### src/rtl/adc_spi_responder.sv
`default_nettype none
// ============================================================================
// Module      : adc_spi_responder
// Description : Serial-ADC stand-in. Shifts a framed sample (external port or
//               internal ramp) onto sdo under control of an SPI master.
// Revision    : 1.0 - initial release
// ============================================================================
module adc_spi_responder #(
    parameter int DATA_BITS   = 10,
    parameter int LEAD_BITS   = 2,
    parameter int SYNC_STAGES = 2,
    parameter int RAMP_STEP   = 1
) (
    input  logic                 clk,
    input  logic                 reset,
    input  logic                 spi_clk,
    input  logic                 cs,
    output logic                 sdo,
    input  logic                 mode,
    input  logic [DATA_BITS-1:0] sample_in,
    input  logic                 sample_valid,
    output logic                 sample_ready,
    output logic                 frame_done,
    output logic                 underrun,
    output logic [15:0]          frame_count
);

    localparam int c_FRAME_BITS = LEAD_BITS + DATA_BITS;
    localparam int c_CNT_W      = $clog2(c_FRAME_BITS + 1);
    localparam logic [c_CNT_W-1:0] c_LEAD_END = c_CNT_W'(LEAD_BITS);
    localparam logic [c_CNT_W-1:0] c_DATA_END = c_CNT_W'(c_FRAME_BITS);

    localparam logic [1:0] S_IDLE = 2'd0;
    localparam logic [1:0] S_LEAD = 2'd1;
    localparam logic [1:0] S_DATA = 2'd2;
    localparam logic [1:0] S_TAIL = 2'd3;

    logic [SYNC_STAGES-1:0] r_sclk_sync, r_cs_sync;
    logic                   r_sclk_q, r_cs_q;
    logic                   r_sclk_fall, r_cs_fall, r_cs_rise;

    logic [1:0]             r_state, w_state_nxt;
    logic                   r_sdo, w_sdo_nxt;
    logic [DATA_BITS-1:0]   r_shift, w_shift_nxt;
    logic [c_CNT_W-1:0]     r_bit_cnt, w_cnt_nxt, w_cnt_inc;
    logic                   w_done;
    logic                   r_frame_done, r_underrun;
    logic [15:0]            r_frame_count;
    logic [DATA_BITS-1:0]   r_ramp, r_last, r_hold;
    logic                   r_hold_full;
    logic                   w_start, w_accept, w_underrun;
    logic [DATA_BITS-1:0]   w_sample;

    // Synchronizer chains idle at cs=1 / spi_clk=0 so reset never fakes an edge.
    always_ff @(posedge clk or posedge reset) begin
        if (reset) begin
            r_sclk_sync <= '0;
            r_cs_sync   <= '1;
            r_sclk_q    <= 1'b0;
            r_cs_q      <= 1'b1;
            r_sclk_fall <= 1'b0;
            r_cs_fall   <= 1'b0;
            r_cs_rise   <= 1'b0;
        end else begin
            r_sclk_sync[0] <= spi_clk;
            r_cs_sync[0]   <= cs;
            for (int i = 1; i < SYNC_STAGES; i++) begin
                r_sclk_sync[i] <= r_sclk_sync[i-1];
                r_cs_sync[i]   <= r_cs_sync[i-1];
            end
            r_sclk_q    <= r_sclk_sync[SYNC_STAGES-1];
            r_cs_q      <= r_cs_sync[SYNC_STAGES-1];
            r_sclk_fall <= r_sclk_q & ~r_sclk_sync[SYNC_STAGES-1];
            r_cs_fall   <= r_cs_q & ~r_cs_sync[SYNC_STAGES-1];
            r_cs_rise   <= ~r_cs_q & r_cs_sync[SYNC_STAGES-1];
        end
    end

    assign w_start      = (r_state == S_IDLE) && r_cs_fall;
    assign sample_ready = ~r_hold_full & ~mode;
    assign w_accept     = sample_valid & sample_ready;
    assign w_sample     = mode ? r_ramp : (r_hold_full ? r_hold : r_last);
    assign w_underrun   = w_start & ~mode & ~r_hold_full;
    assign w_cnt_inc    = r_bit_cnt + c_CNT_W'(1);

    always_ff @(posedge clk or posedge reset) begin
        if (reset) r_state <= S_IDLE;
        else       r_state <= w_state_nxt;
    end

    always_comb begin
        w_state_nxt = r_state;
        if (r_cs_rise) begin
            w_state_nxt = S_IDLE;
        end else begin
            case (r_state)
                S_IDLE: if (r_cs_fall) w_state_nxt = (LEAD_BITS == 0) ? S_DATA : S_LEAD;
                S_LEAD: if (r_sclk_fall && w_cnt_inc == c_LEAD_END) w_state_nxt = S_DATA;
                S_DATA: if (r_sclk_fall && w_cnt_inc == c_DATA_END) w_state_nxt = S_TAIL;
                default: w_state_nxt = r_state;
            endcase
        end
    end

    // Next sdo/shift/count values; sdo always shows the bit the master samples next.
    always_comb begin
        w_sdo_nxt   = r_sdo;
        w_shift_nxt = r_shift;
        w_cnt_nxt   = r_bit_cnt;
        w_done      = 1'b0;
        if (r_cs_rise) begin
            w_sdo_nxt = 1'b0;
        end else begin
            case (r_state)
                S_IDLE: begin
                    w_sdo_nxt = 1'b0;
                    if (r_cs_fall) begin
                        w_shift_nxt = w_sample;
                        w_cnt_nxt   = '0;
                        w_sdo_nxt   = (LEAD_BITS == 0) ? w_sample[DATA_BITS-1] : 1'b0;
                    end
                end
                S_LEAD: if (r_sclk_fall) begin
                    w_cnt_nxt = w_cnt_inc;
                    w_sdo_nxt = (w_cnt_inc == c_LEAD_END) ? r_shift[DATA_BITS-1] : 1'b0;
                end
                S_DATA: if (r_sclk_fall) begin
                    w_cnt_nxt = w_cnt_inc;
                    if (w_cnt_inc == c_DATA_END) begin
                        w_sdo_nxt = 1'b0;
                        w_done    = 1'b1;
                    end else begin
                        w_shift_nxt = {r_shift[DATA_BITS-2:0], 1'b0};
                        w_sdo_nxt   = r_shift[DATA_BITS-2];
                    end
                end
                default: w_sdo_nxt = 1'b0;
            endcase
        end
    end

    always_ff @(posedge clk or posedge reset) begin
        if (reset) begin
            r_sdo         <= 1'b0;
            r_shift       <= '0;
            r_bit_cnt     <= '0;
            r_frame_done  <= 1'b0;
            r_underrun    <= 1'b0;
            r_frame_count <= '0;
            r_ramp        <= '0;
            r_last        <= '0;
            r_hold        <= '0;
            r_hold_full   <= 1'b0;
        end else begin
            r_sdo        <= w_sdo_nxt;
            r_shift      <= w_shift_nxt;
            r_bit_cnt    <= w_cnt_nxt;
            r_frame_done <= w_done;
            r_underrun   <= w_underrun;
            if (w_done)
                r_frame_count <= r_frame_count + 16'd1;
            if (w_start)
                r_last <= w_sample;
            if (w_start && mode)
                r_ramp <= r_ramp + DATA_BITS'(RAMP_STEP);
            // Start sees the pre-accept state; a same-cycle accept waits a frame.
            if (w_accept) begin
                r_hold      <= sample_in;
                r_hold_full <= 1'b1;
            end else if (w_start && !mode && r_hold_full) begin
                r_hold_full <= 1'b0;
            end
        end
    end

    assign sdo         = r_sdo;
    assign frame_done  = r_frame_done;
    assign underrun    = r_underrun;
    assign frame_count = r_frame_count;

endmodule
`default_nettype wire
### config.mk
export PLATFORM = sky130hd
export DESIGN_NAME = adc_spi_responder
export DESIGN_NICKNAME = d
export VERILOG_FILES = /design/src/rtl/adc_spi_responder.sv
export SDC_FILE = /design/constraint.sdc
export NUM_CORES = 1
export LEC_CHECK = 0
export BUFFER_PORTS_ARGS = -buffer_cell sky130_fd_sc_hd__buf_2
export CAP_MARGIN = 0
export CORE_UTILIZATION = 60
export CTS_BUF_LIST = sky130_fd_sc_hd__clkbuf_8
export DETAILED_ROUTE_END_ITERATION = 10
export HOLD_SLACK_MARGIN = 0.03
export PLACE_DENSITY = 0.81
export SLEW_MARGIN = 20
export SYNTH_ARGS = -nofsm -noshare
export SYNTH_HDL_FRONTEND = slang
export SYNTH_SLANG_ARGS = --single-unit
### constraint.sdc
create_clock -name clk -period 6.6 [get_ports clk]
set_clock_uncertainty 0.05 [all_clocks]
set_input_delay 0.99 -clock clk [delete_from_list [all_inputs] [get_ports clk]]
set_output_delay 0.99 -clock clk [all_outputs]
set_load 0.1 [all_outputs]
==> results of run 1 <==
==> state kept, by name (all words and copies together) (netlist names), 4 cells and up <==
signal	cells
frame_count	16
r_bit_cnt	4
r_hold	10
r_last	10
r_ramp	10
r_shift	10
==> critical path: cells and delay by family <==
family / cells / cell delay, ns
buf+inv: 2 / 0.67
simple gates: 1 / 0.15
==> worst max path at each step <==
stage,startpoint,endpoint,slack (ns),depth (start not counted)
floorplan,mode,sample_ready,3.15,2
detailed placement,mode,sample_ready,3.75,3
finish,mode,sample_ready,3.75,3
global route,r_state[0],r_shift[5],3.65,7
CTS,mode,sample_ready,3.74,3
global placement,mode,sample_ready,3.77,3
==> Yosys cell counts, types with 2 or more instances <==
| cell type | n | area, um^2 |
|---|---|---|
| inv_1 | 10 | 37.5 |
| dfstp_2 | 3 | 78.8 |
| dfrtp_1 | 72 | 1800 |
| nor3_2 | 6 | 60.1 |
| o21ai_0 | 26 | 130 |
| a21oi_2 | 2 | 17.5 |
| nand4_1 | 5 | 31.3 |
| mux2i_1 | 11 | 110 |
| mux2_1 | 8 | 90.1 |
| and3_1 | 11 | 68.8 |
| xor2_1 | 17 | 149 |
| xnor2_1 | 7 | 61.3 |
| ha_1 | 8 | 100 |
| o211ai_1 | 9 | 67.6 |
| nand2_1 | 38 | 143 |
| a21o_1 | 2 | 15.0 |
| nor2_1 | 20 | 75.1 |
| or3_1 | 8 | 50.1 |
| nor4_2 | 2 | 25.0 |
| nand2b_1 | 4 | 25.0 |
| buf_2 | 6 | 30.0 |
| nor2b_1 | 3 | 18.8 |
| o21ai_1 | 3 | 15.0 |
| nand3_1 | 15 | 75.1 |
| and2_1 | 4 | 25.0 |
| a221oi_1 | 9 | 78.8 |
| a211oi_1 | 2 | 15.0 |
| mux2_2 | 15 | 169 |
| buf_4 | 3 | 22.5 |
| clkbuf_1 | 9 | 33.8 |
| nor4_1 | 2 | 12.5 |
| a21oi_1 | 3 | 15.0 |
| o31ai_1 | 3 | 22.5 |
| nor3_1 | 8 | 40.0 |
==> report_power, final <==
| part | switching, mW | internal [mW] | leakage (nW) | total (mW) |
|---|---|---|---|---|
| registers | 0.0885 | 0.571 | 0.973 | 0.659 |
| logic | 0.219 | 0.175 | 0.982 | 0.394 |
| clock network | 0.170 | 0.147 | 0.0936 | 0.316 |
| total | 0.477 | 0.892 | 2.05 | 1.37 |
==> final cells by class <==
type                    count  area, um^2
flip-flops and latches     75        1880
multi-input cells         260        1800
repair buffers             36         183
inverters                  11        41.3
fillers                   444        1840
clock inverters             6        42.5
well taps                  75        93.8
clock buffers              10         138
==> layer usage <==
layer  vias to the layer above  wire length (um)  GRT usage, %  share of wire [%]
li1                       1350                 -             -                  -
met1                      1381              3410          33.7                 46
met2                       106              3460          38.6                 47
met3                        14               415          6.56                5.6
met4                         0               149          10.9                2.0
met5                         -                 0             0                  0
==> cells by family (layout without fill, tap and decap cells) <==
kind of cell | Yosys count | after routing | synth area share [%]
fa+ha+maj | 8 | 8 | 2.62
flops | 75 | 75 | 49.3
buf+inv | 30 | 63 | 3.44
simple gates | 129 | 129 | 18.2
mux | 34 | 34 | 9.68
compound gates | 65 | 65 | 11.2
xor+xnor | 24 | 24 | 5.51
==> through the flow <==
stage               hold WS (ns)  instance area (um^2)  worst slack, ns
finish                     0.308                  4180             3.75
floorplan                  0.281                  3810             3.15
global route               0.315                  4180             3.65
CTS                        0.311                  4180             3.74
detailed placement         0.294                  4000             3.75
global placement           0.285                  4000             3.77
==> metrics.cfg, run 1 <==
[cells_and_area]
flow.area_growth_from_synthesis_pct = 9.61
final_cells = 473
num-nets-final = 417
final_cell_mix = 72 x dfrtp_1, 38 x nand2_1, 35 x buf_2, 26 x o21ai_0, 20 x nor2_1
post_route_cells_drive_above_1_share_pct = 21.4
postLayoutCoreUtil_pct = 69.4
mostFrequentLayoutCell = dfrtp_1
insertedDiodeCount = 0

[floorplan]
pin_count = 36
design.die.area_mm2 = 0.00668
area_of_the_core_mm2 = 0.00603
row_count = 28
floorplan.die.width_um = 81.7
die-height_um = 81.7
initial_core_utilization_pct = 63.3

[logic_synthesis]
ys_seq_elements = 75
synth-warning-count = 0
yosysUniqueCellTypes = 45
syn-cell-area_mm2 = 0.00381
postSynthAreaPerCell_um2 = 10.5
synth_sequential_area_ratio_pct = 49.3
post_synth_edffs = 0
async_flop_share_pct = 100
synthesis.instances = 365
synth_fp_nets = 389
synthFlopType = dfrtp_1

[global_route]
grt_start_max_net_pins = 76
first_global_vias = 2762
grt-ovfl-total = 0
grt_antenna_before_repair = 0
overall_fraction_of_global_route_tracks_in_use_pct = 25.2
grt_pass1_wl_um = 12600

[place]
portbufs = 35
dp_hpwl_um = 4900
dp_cells = 457
routabilityCongestion = 0.840

[detailed_routing]
initialDrtViolationCount = 188
number_of_antenna_violating_nets_in_the_routed_design = 0
drt_wl_total_um = 7440
vias = 2851
detail_route.first_pass.iterations = 5
post_detailed_route_drc_marker_count = 0
detail_route.vias_per_cell = 6.03
detail_route.wl_per_cell_um = 15.7

[worst_setup_path]
cp_data_arrival_time_ns = 1.81
worst_setup_path_start_kind = primary input
regToRegStartpoint = r_state[0]
worstPathRequired_ns = 5.56
worst_setup_path_end_kind = output pin
r2r_path_end = r_shift[4]
critPathKind = in2out
slowest_delay_ns = 0.44
critPathMaxFanout = 14
timing.critical_path.mode_cell = buf_2
worst_path_cell_chain = buf_2 > nor2_1 > buf_2
cell_at_the_slowest_stage_of_the_critical_path = buf_2
setup.reg_to_reg.worst_slack_ns = 3.82
r2r_cells = 7

[sta]
fin_crit_sh_pct = 43.2
grt_setup_unrepaired = false
fmax_mhz = 350
relSlewSlack_pct = 37.5
count_of_final_setup_violators = 0
slew_viol_final = 0
timing.final.hold_violations = 0
setup-tns-final_ns = 0
timing.final.crit_period_ns = 2.85
tightest_slew_ns = 0.938

[pwr]
peak_ir_drop_on_the_vdd_network_v = 0.000258
power.total_mw = 1.37
p_per_area_mw_per_mm2 = 328
leakagePower_nw = 2.05

[cts]
cts-buffers-inserted = 9
ctsHtreeMaxLevel = 3
post_cts_buffers = 0
clk_pin_slew_worst_paths_ns = 0.07
max-clock-path-buffers = 2
cts_root_buffer = clkbuf_8
ctsHoldBuffers = 0
tritoncts = done
worst_skew_pair.late_latency_ns = 0.35
clock_sink_count = 75
post_cts_resized = 0

[min_path]
worst_hold_check_path_type = reg2reg
worstHoldEndpoint = r_sclk_sync[1]
hold_path.startpoint = r_sclk_sync[0]
worst_hold_path.num_cells = 0

[status]
result_of_the_run = finished, final reports clean

[run]
total_of_max_cap_violations = 0

Power figures use the tool's default switching activity.
==> run 2: changes to the inputs <==
Clock period 6.6 ns to 2.63 ns, I/O delays scaled along.
==> run 2 against run 1 <==
  * Largest power group unchanged
  * First-iteration DRC count up 13%
  * Highest routed layer unchanged
  * Register-to-register slack got worse by 3.4 ns
  * Critical path depth increased by 4
  * Combinational power rose to 2.6 times the previous value
  * Largest cell class unchanged
  * Final area increased by 2.1%
==> metrics.cfg, run 2 (synthesis gave the netlist of run 1 again) <==
[cts]
clock_sink_count = 75  ; unchanged
worst_skew_pair.late_latency_ns = 0.35  ; about the same
cts_root_buffer = clkbuf_8
post_cts_buffers = 0  ; unchanged
ctsHtreeMaxLevel = 3  ; unchanged
ctsHoldBuffers = 0  ; unchanged
clk_pin_slew_worst_paths_ns = 0.08  ; about the same
cts-buffers-inserted = 9  ; unchanged
max-clock-path-buffers = 2  ; unchanged
post_cts_resized = 0  ; unchanged
tritoncts = done

[sta]
count_of_final_setup_violators = 0  ; unchanged
fmax_mhz = 448
tightest_slew_ns = 0.695  ; -0.242 ns
timing.final.crit_period_ns = 2.23
grt_setup_unrepaired = false
relSlewSlack_pct = 53.6  ; +16 points
fin_crit_sh_pct = 84.8
setup-tns-final_ns = 0  ; unchanged
timing.final.hold_violations = 0  ; unchanged
slew_viol_final = 0  ; unchanged

[cells_and_area]
final_design_area_no_fill_mm2 = 0.00427  ; +2.1%
final_cell_mix = 72 x dfrtp_1, 38 x nand2_1, 35 x buf_2, 26 x o21ai_0, 19 x nor2_1
num-nets-final = 425  ; +1.9%
mostFrequentLayoutCell = dfrtp_1
insertedDiodeCount = 0  ; unchanged
post_route_cells_drive_above_1_share_pct = 23.2  ; +1.8 points
largest_reg_flops = 16  ; unchanged
postLayoutCoreUtil_pct = 70.8  ; +1.5 points
flow.area_growth_from_synthesis_pct = 11.9

[pwr]
p_per_area_mw_per_mm2 = 828  ; +150%
peak_ir_drop_on_the_vdd_network_v = 0.000559  ; +120%
leakagePower_nw = 2.10  ; +2.4%

[global_route]
first_global_vias = 2726  ; -1.3%
grt_pass1_wl_um = 12700  ; +0.33%
grt_antenna_before_repair = 0  ; unchanged
overall_fraction_of_global_route_tracks_in_use_pct = 25.7  ; +0.55 points
grt-ovfl-total = 0  ; unchanged
grt_start_max_net_pins = 76  ; unchanged

[worst_setup_path]
critPathBufInv = 1  ; -1
worstPathRequired_ns = 2.82  ; -2.74 ns
slowest_delay_ns = 0.54  ; +0.10 ns
critPathKind = reg2reg
path_delay_family = compound AO/OA/AOI/OAI gates
worst_setup_path_start_kind = register
critPathMaxFanout = 13  ; -1
cp_data_arrival_time_ns = 2.42  ; +0.61 ns
cell_at_the_slowest_stage_of_the_critical_path = a21oi_2
worst_setup_path_end_kind = register
worst_path_cell_chain = ha_1 > nand2b_1 > o21ai_2 > a21oi_2 > buf_4 > nor3_2 > xor2_1

[detailed_routing]
detail_route.vias_per_cell = 5.86  ; -2.7%
detail_route.wl_per_cell_um = 15.3  ; -2.4%
detail_route.first_pass.iterations = 4  ; -1
drt_wl_total_um = 7380  ; -0.79%
number_of_antenna_violating_nets_in_the_routed_design = 0  ; unchanged
post_detailed_route_drc_marker_count = 0  ; unchanged
vias = 2821  ; -1.1%
initialDrtViolationCount = 212  ; +13%

[floorplan]
design.die.area_mm2 = 0.00668  ; unchanged
initial_core_utilization_pct = 63.3  ; unchanged
area_of_the_core_mm2 = 0.00603  ; unchanged
row_count = 28  ; unchanged
die-height_um = 81.7  ; unchanged
pin_count = 36  ; unchanged
floorplan.die.width_um = 81.7  ; unchanged

[place]
routabilityCongestion = 0.885  ; +5.3%
post_place_instance_area_mm2 = 0.00408  ; +1.9%
dp_hpwl_um = 5090  ; +3.8%
portbufs = 35  ; unchanged

[status]
result_of_the_run = finished, final reports clean

[min_path]
worst_hold_check_path_type = in2async

[run]
total_of_max_cap_violations = 0  ; unchanged

run 2: cell types whose count changed in the layout (fill, tap and decap cells not counted):
| cell | previous run | this run |
|---|---|---|
| nor2_2 | 0 | 1 |
| clkinv_2 | 1 | 2 |
| buf_12 | 0 | 1 |
| clkbuf_8 | 10 | 9 |
| nor2_1 | 20 | 19 |
| bufinv_16 | 0 | 1 |
| inv_6 | 0 | 1 |
| clkinv_4 | 3 | 1 |
| buf_4 | 1 | 8 |
run 2: worst reg2reg max path: stages (launching register included):
cell      delay, ns
dfrtp_1        0.45
ha_1           0.26
nand2b_1       0.22
o21ai_2        0.12
a21oi_2        0.54
buf_4          0.27
nor3_2         0.06
xor2_1         0.16
run 2: metrics by stage:
step / power [mW] / setup slack (ns) / cells / hold slack [ns]
after global routing: 3.77 / 0.210 / 481 / 0.0721
final: 3.53 / 0.399 / 481 / 0.0662
after floorplan: 2.42 / 0.248 / 365 / 0.281
after global placement: 2.62 / 0.469 / 465 / 0.287
after detailed placement: 2.69 / 0.376 / 465 / 0.294
after CTS: 3.56 / 0.364 / 481 / 0.0687
run 2: cell type report:
class | count | area (um^2)
clock buffer | 9 | 124
clock inverter | 7 | 68.8
fill | 462 | 1760
tap | 75 | 93.8
sequential | 75 | 1880
inverter | 11 | 41.3
timing repair buffer | 44 | 255
multi-input combinational | 260 | 1810
run 2: routing by layer:
| metal | GRT usage [%] | vias up | share of wire (%) |
|---|---|---|---|
| met5 | 0 | - | 0 |
| met4 | 13.9 | 0 | 2.1 |
| met3 | 6.11 | 13 | 5.4 |
| met2 | 42.3 | 85 | 48 |
| met1 | 31.1 | 1353 | 44 |
| li1 | - | 1370 | - |
run 2: power by group:
part,total (mW),leakage [nW],switching (mW),internal [mW]
registers,1.65,0.973,0.216,1.43
logic,1.01,1.03,0.546,0.464
clock network,0.875,0.101,0.439,0.436
run 2: path summary, 6_finish.rpt:
path	start	end	slack (ns)	depth (start not counted)
setup / recovery	r_bit_cnt[0]	frame_count[7]	0.40	7
hold / removal	reset	r_bit_cnt[1]	0.07	3
setup reg to reg	r_bit_cnt[0]	frame_count[7]	0.40	7
hold reg to reg	r_cs_sync[0]	r_cs_sync[1]	0.31	0
max in group asynchronous	reset	r_cs_q	2.13	3
min in group clk	cs	r_cs_sync[0]	0.09	1
==> run 3: changes to the inputs <==
Clock period 2.63 ns to 2.2 ns, I/O delays scaled along.
==> run 3 against run 2 <==
  * The run now ends with DRC left
  * Global-route usage shrank 0.29 points
  * Setup slack lost 0.24 ns
  * Power grew 18%
  * Core utilization grew 1.6 points
  * Hold slack lost 0.025 ns
  * Sequential power grew 19%
  * Highest routed layer unchanged
  * Flip-flop and latch count is the same
  * Clock power grew 9.1%
  * Count of clock-buffer cells in the layout grew 2
  * First-iteration DRC count grew 16%
==> metrics.cfg, run 3 (synthesis gave the netlist of run 1 again) <==
[worst_setup_path]
critPathKind = reg2reg
worst_setup_path_end_kind = register
cp_data_arrival_time_ns = 2.25  ; -0.17 ns
worst_setup_path_start_kind = register
worstPathRequired_ns = 2.41  ; -0.41 ns
critPathMaxFanout = 10  ; -3
r2r_cells = 7  ; unchanged

[detailed_routing]
initialDrtViolationCount = 246  ; +16%
detail_route.wl_per_cell_um = 15.5  ; +1.3%
drt_wl_total_um = 7520  ; +1.9%
detail_route.vias_per_cell = 5.97  ; +1.8%
post_detailed_route_drc_marker_count = 1  ; +1
number_of_antenna_violating_nets_in_the_routed_design = 0  ; unchanged
vias = 2891  ; +2.5%
detail_route.first_pass.iterations = 7  ; +3

[cts]
max-clock-path-buffers = 2  ; unchanged
worst_skew_pair.late_latency_ns = 0.34  ; about the same
cts-buffers-inserted = 9  ; unchanged
clk_pin_slew_worst_paths_ns = 0.07  ; about the same
cts_root_buffer = clkbuf_8
clock_sink_count = 75  ; unchanged
tritoncts = done
ctsHtreeMaxLevel = 3  ; unchanged

[floorplan]
floorplan.die.width_um = 81.7  ; unchanged
design.die.area_mm2 = 0.00668  ; unchanged
row_count = 28  ; unchanged
pin_count = 36  ; unchanged
area_of_the_core_mm2 = 0.00603  ; unchanged
die-height_um = 81.7  ; unchanged
initial_core_utilization_pct = 63.3  ; unchanged

[global_route]
first_global_vias = 2768  ; +1.5%
grtUsageMet2_pct = 41.7  ; -0.58 points
grt_pass1_wl_um = 12600  ; -0.77%
global_route.usage.met1_pct = 32.4  ; +1.2 points
grt_use_met3_pct = 5.11  ; -1.0 points
grt-ovfl-total = 0  ; unchanged
grt_antenna_before_repair = 0  ; unchanged
grt_start_max_net_pins = 76  ; unchanged
overall_fraction_of_global_route_tracks_in_use_pct = 25.4  ; -0.29 points
most_utilized_layer_in_the_global_route_result = met2

[sta]
tightest_slew_ns = 0.540  ; -0.156 ns
fmax_mhz = 489  ; +9.2%
count_of_final_setup_violators = 0  ; unchanged
relSlewSlack_pct = 63.9  ; +10 points
timing.final.hold_violations = 0  ; unchanged
timing.final.crit_period_ns = 2.04  ; -0.188 ns
slew_viol_final = 0  ; unchanged
fin_crit_sh_pct = 92.9  ; +8.0 points

[cells_and_area]
final_cells = 484  ; +0.62%
final_cell_mix = 70 x dfrtp_1, 38 x nand2_1, 35 x buf_2, 26 x o21ai_0, 18 x nor2_1
multi_input_area_mm2 = 0.00188  ; +4.0%
fillCellCount = 417  ; -9.7%
num-nets-final = 429  ; +0.94%
layout.area.seq_mm2 = 0.00188  ; +0.13%
mostFrequentLayoutCell = dfrtp_1
post_route_cells_drive_above_1_share_pct = 25.2  ; +2.0 points
flow.area_growth_from_synthesis_pct = 14.5
largest_reg_flops = 16  ; unchanged
insertedDiodeCount = 0  ; unchanged

[place]
routabilityCongestion = 0.917  ; +3.6%
dp_hpwl_um = 5080  ; about the same
dp_cells = 466  ; +0.22%
portbufs = 35  ; unchanged

[status]
result_of_the_run = complete, but fails checks
violations = DRC

[pwr]
p_per_area_mw_per_mm2 = 955  ; +15%
leakagePower_nw = 2.11  ; +0.42%
peak_ir_drop_on_the_vdd_network_v = 0.000672  ; +20%
power.total_mw = 4.17  ; +18%

[min_path]
worst_hold_check_path_type = in2async

[run]
total_of_max_cap_violations = 0  ; unchanged

-- run 3: cell count changes in the layout (fill, tap and decap cells not counted), sizes merged --
cell	before	now
buf	44	46
dlygate4sd3	0	2
clkbuf	9	11
inv	13	10
bufinv	1	0
clkinvlp	1	2
-- run 3: cell type report --
type	instances	share of cell area [%]
well taps	75	2.15
multi-input cells	260	43.0
inverters	11	1.03
repair buffers	48	6.65
clock buffers	11	3.47
clock inverters	4	0.602
flip-flops and latches	75	43.1
-- run 3: where the power goes --
part	switching, mW	total, mW	internal [mW]
logic	0.673	1.24	0.568
registers	0.259	1.97	1.72
clock network	0.492	0.955	0.463
total	1.42	4.17	2.75
-- run 3: final timing paths --
kind	startpoint	end	slack, ns
worst max-delay path	r_state[0]	frame_count[15]	0.16
worst min-delay path	reset	frame_done	0.04
worst max register to register	r_state[0]	frame_count[15]	0.16
worst min register to register	r_sclk_sync[0]	r_sclk_sync[1]	0.30
max in group asynchronous	reset	r_cs_q	1.73
min in group clk	sample_in[6]	r_hold[6]	0.16
-- run 3: stage by stage --
step                setup slack, ns  area [um^2]  setup TNS [ns]  util, %  hold WS (ns)
CTS                          0.0421         4290               0     71.2        0.0497
global route                -0.0107         4370         -0.0107     72.5        0.0651
finish                        0.157         4370               0     72.5        0.0414
global placement              0.164         4090               0     67.9         0.286
detailed placement           0.0599         4090               0     67.9         0.288
floorplan                    0.0453         3830               0        -         0.281
-- run 3: worst max-delay path, cell delays in order, from the launching register on --
cell and delay [ns]:
dfrtp_1 0.38, inv_1 0.10, ha_2 0.27, nand4b_4 0.13
nor4_4 0.31, a21oi_4 0.11, nor4_1 0.40, xor2_1 0.20
-- run 3: timing repair --
item	in CTS	in global routing
hold buffers	2	0
resized for setup	0	15
endpoints found under the hold margin	2	0
setup buffers	0	1
setup endpoints to repair	0	19
-- run 3: layer usage --
metal,wire [um],up-vias
li1,-,1379
met1,3410,1418
met2,3660,80
met3,319,14
met4,129,0
met5,0,-
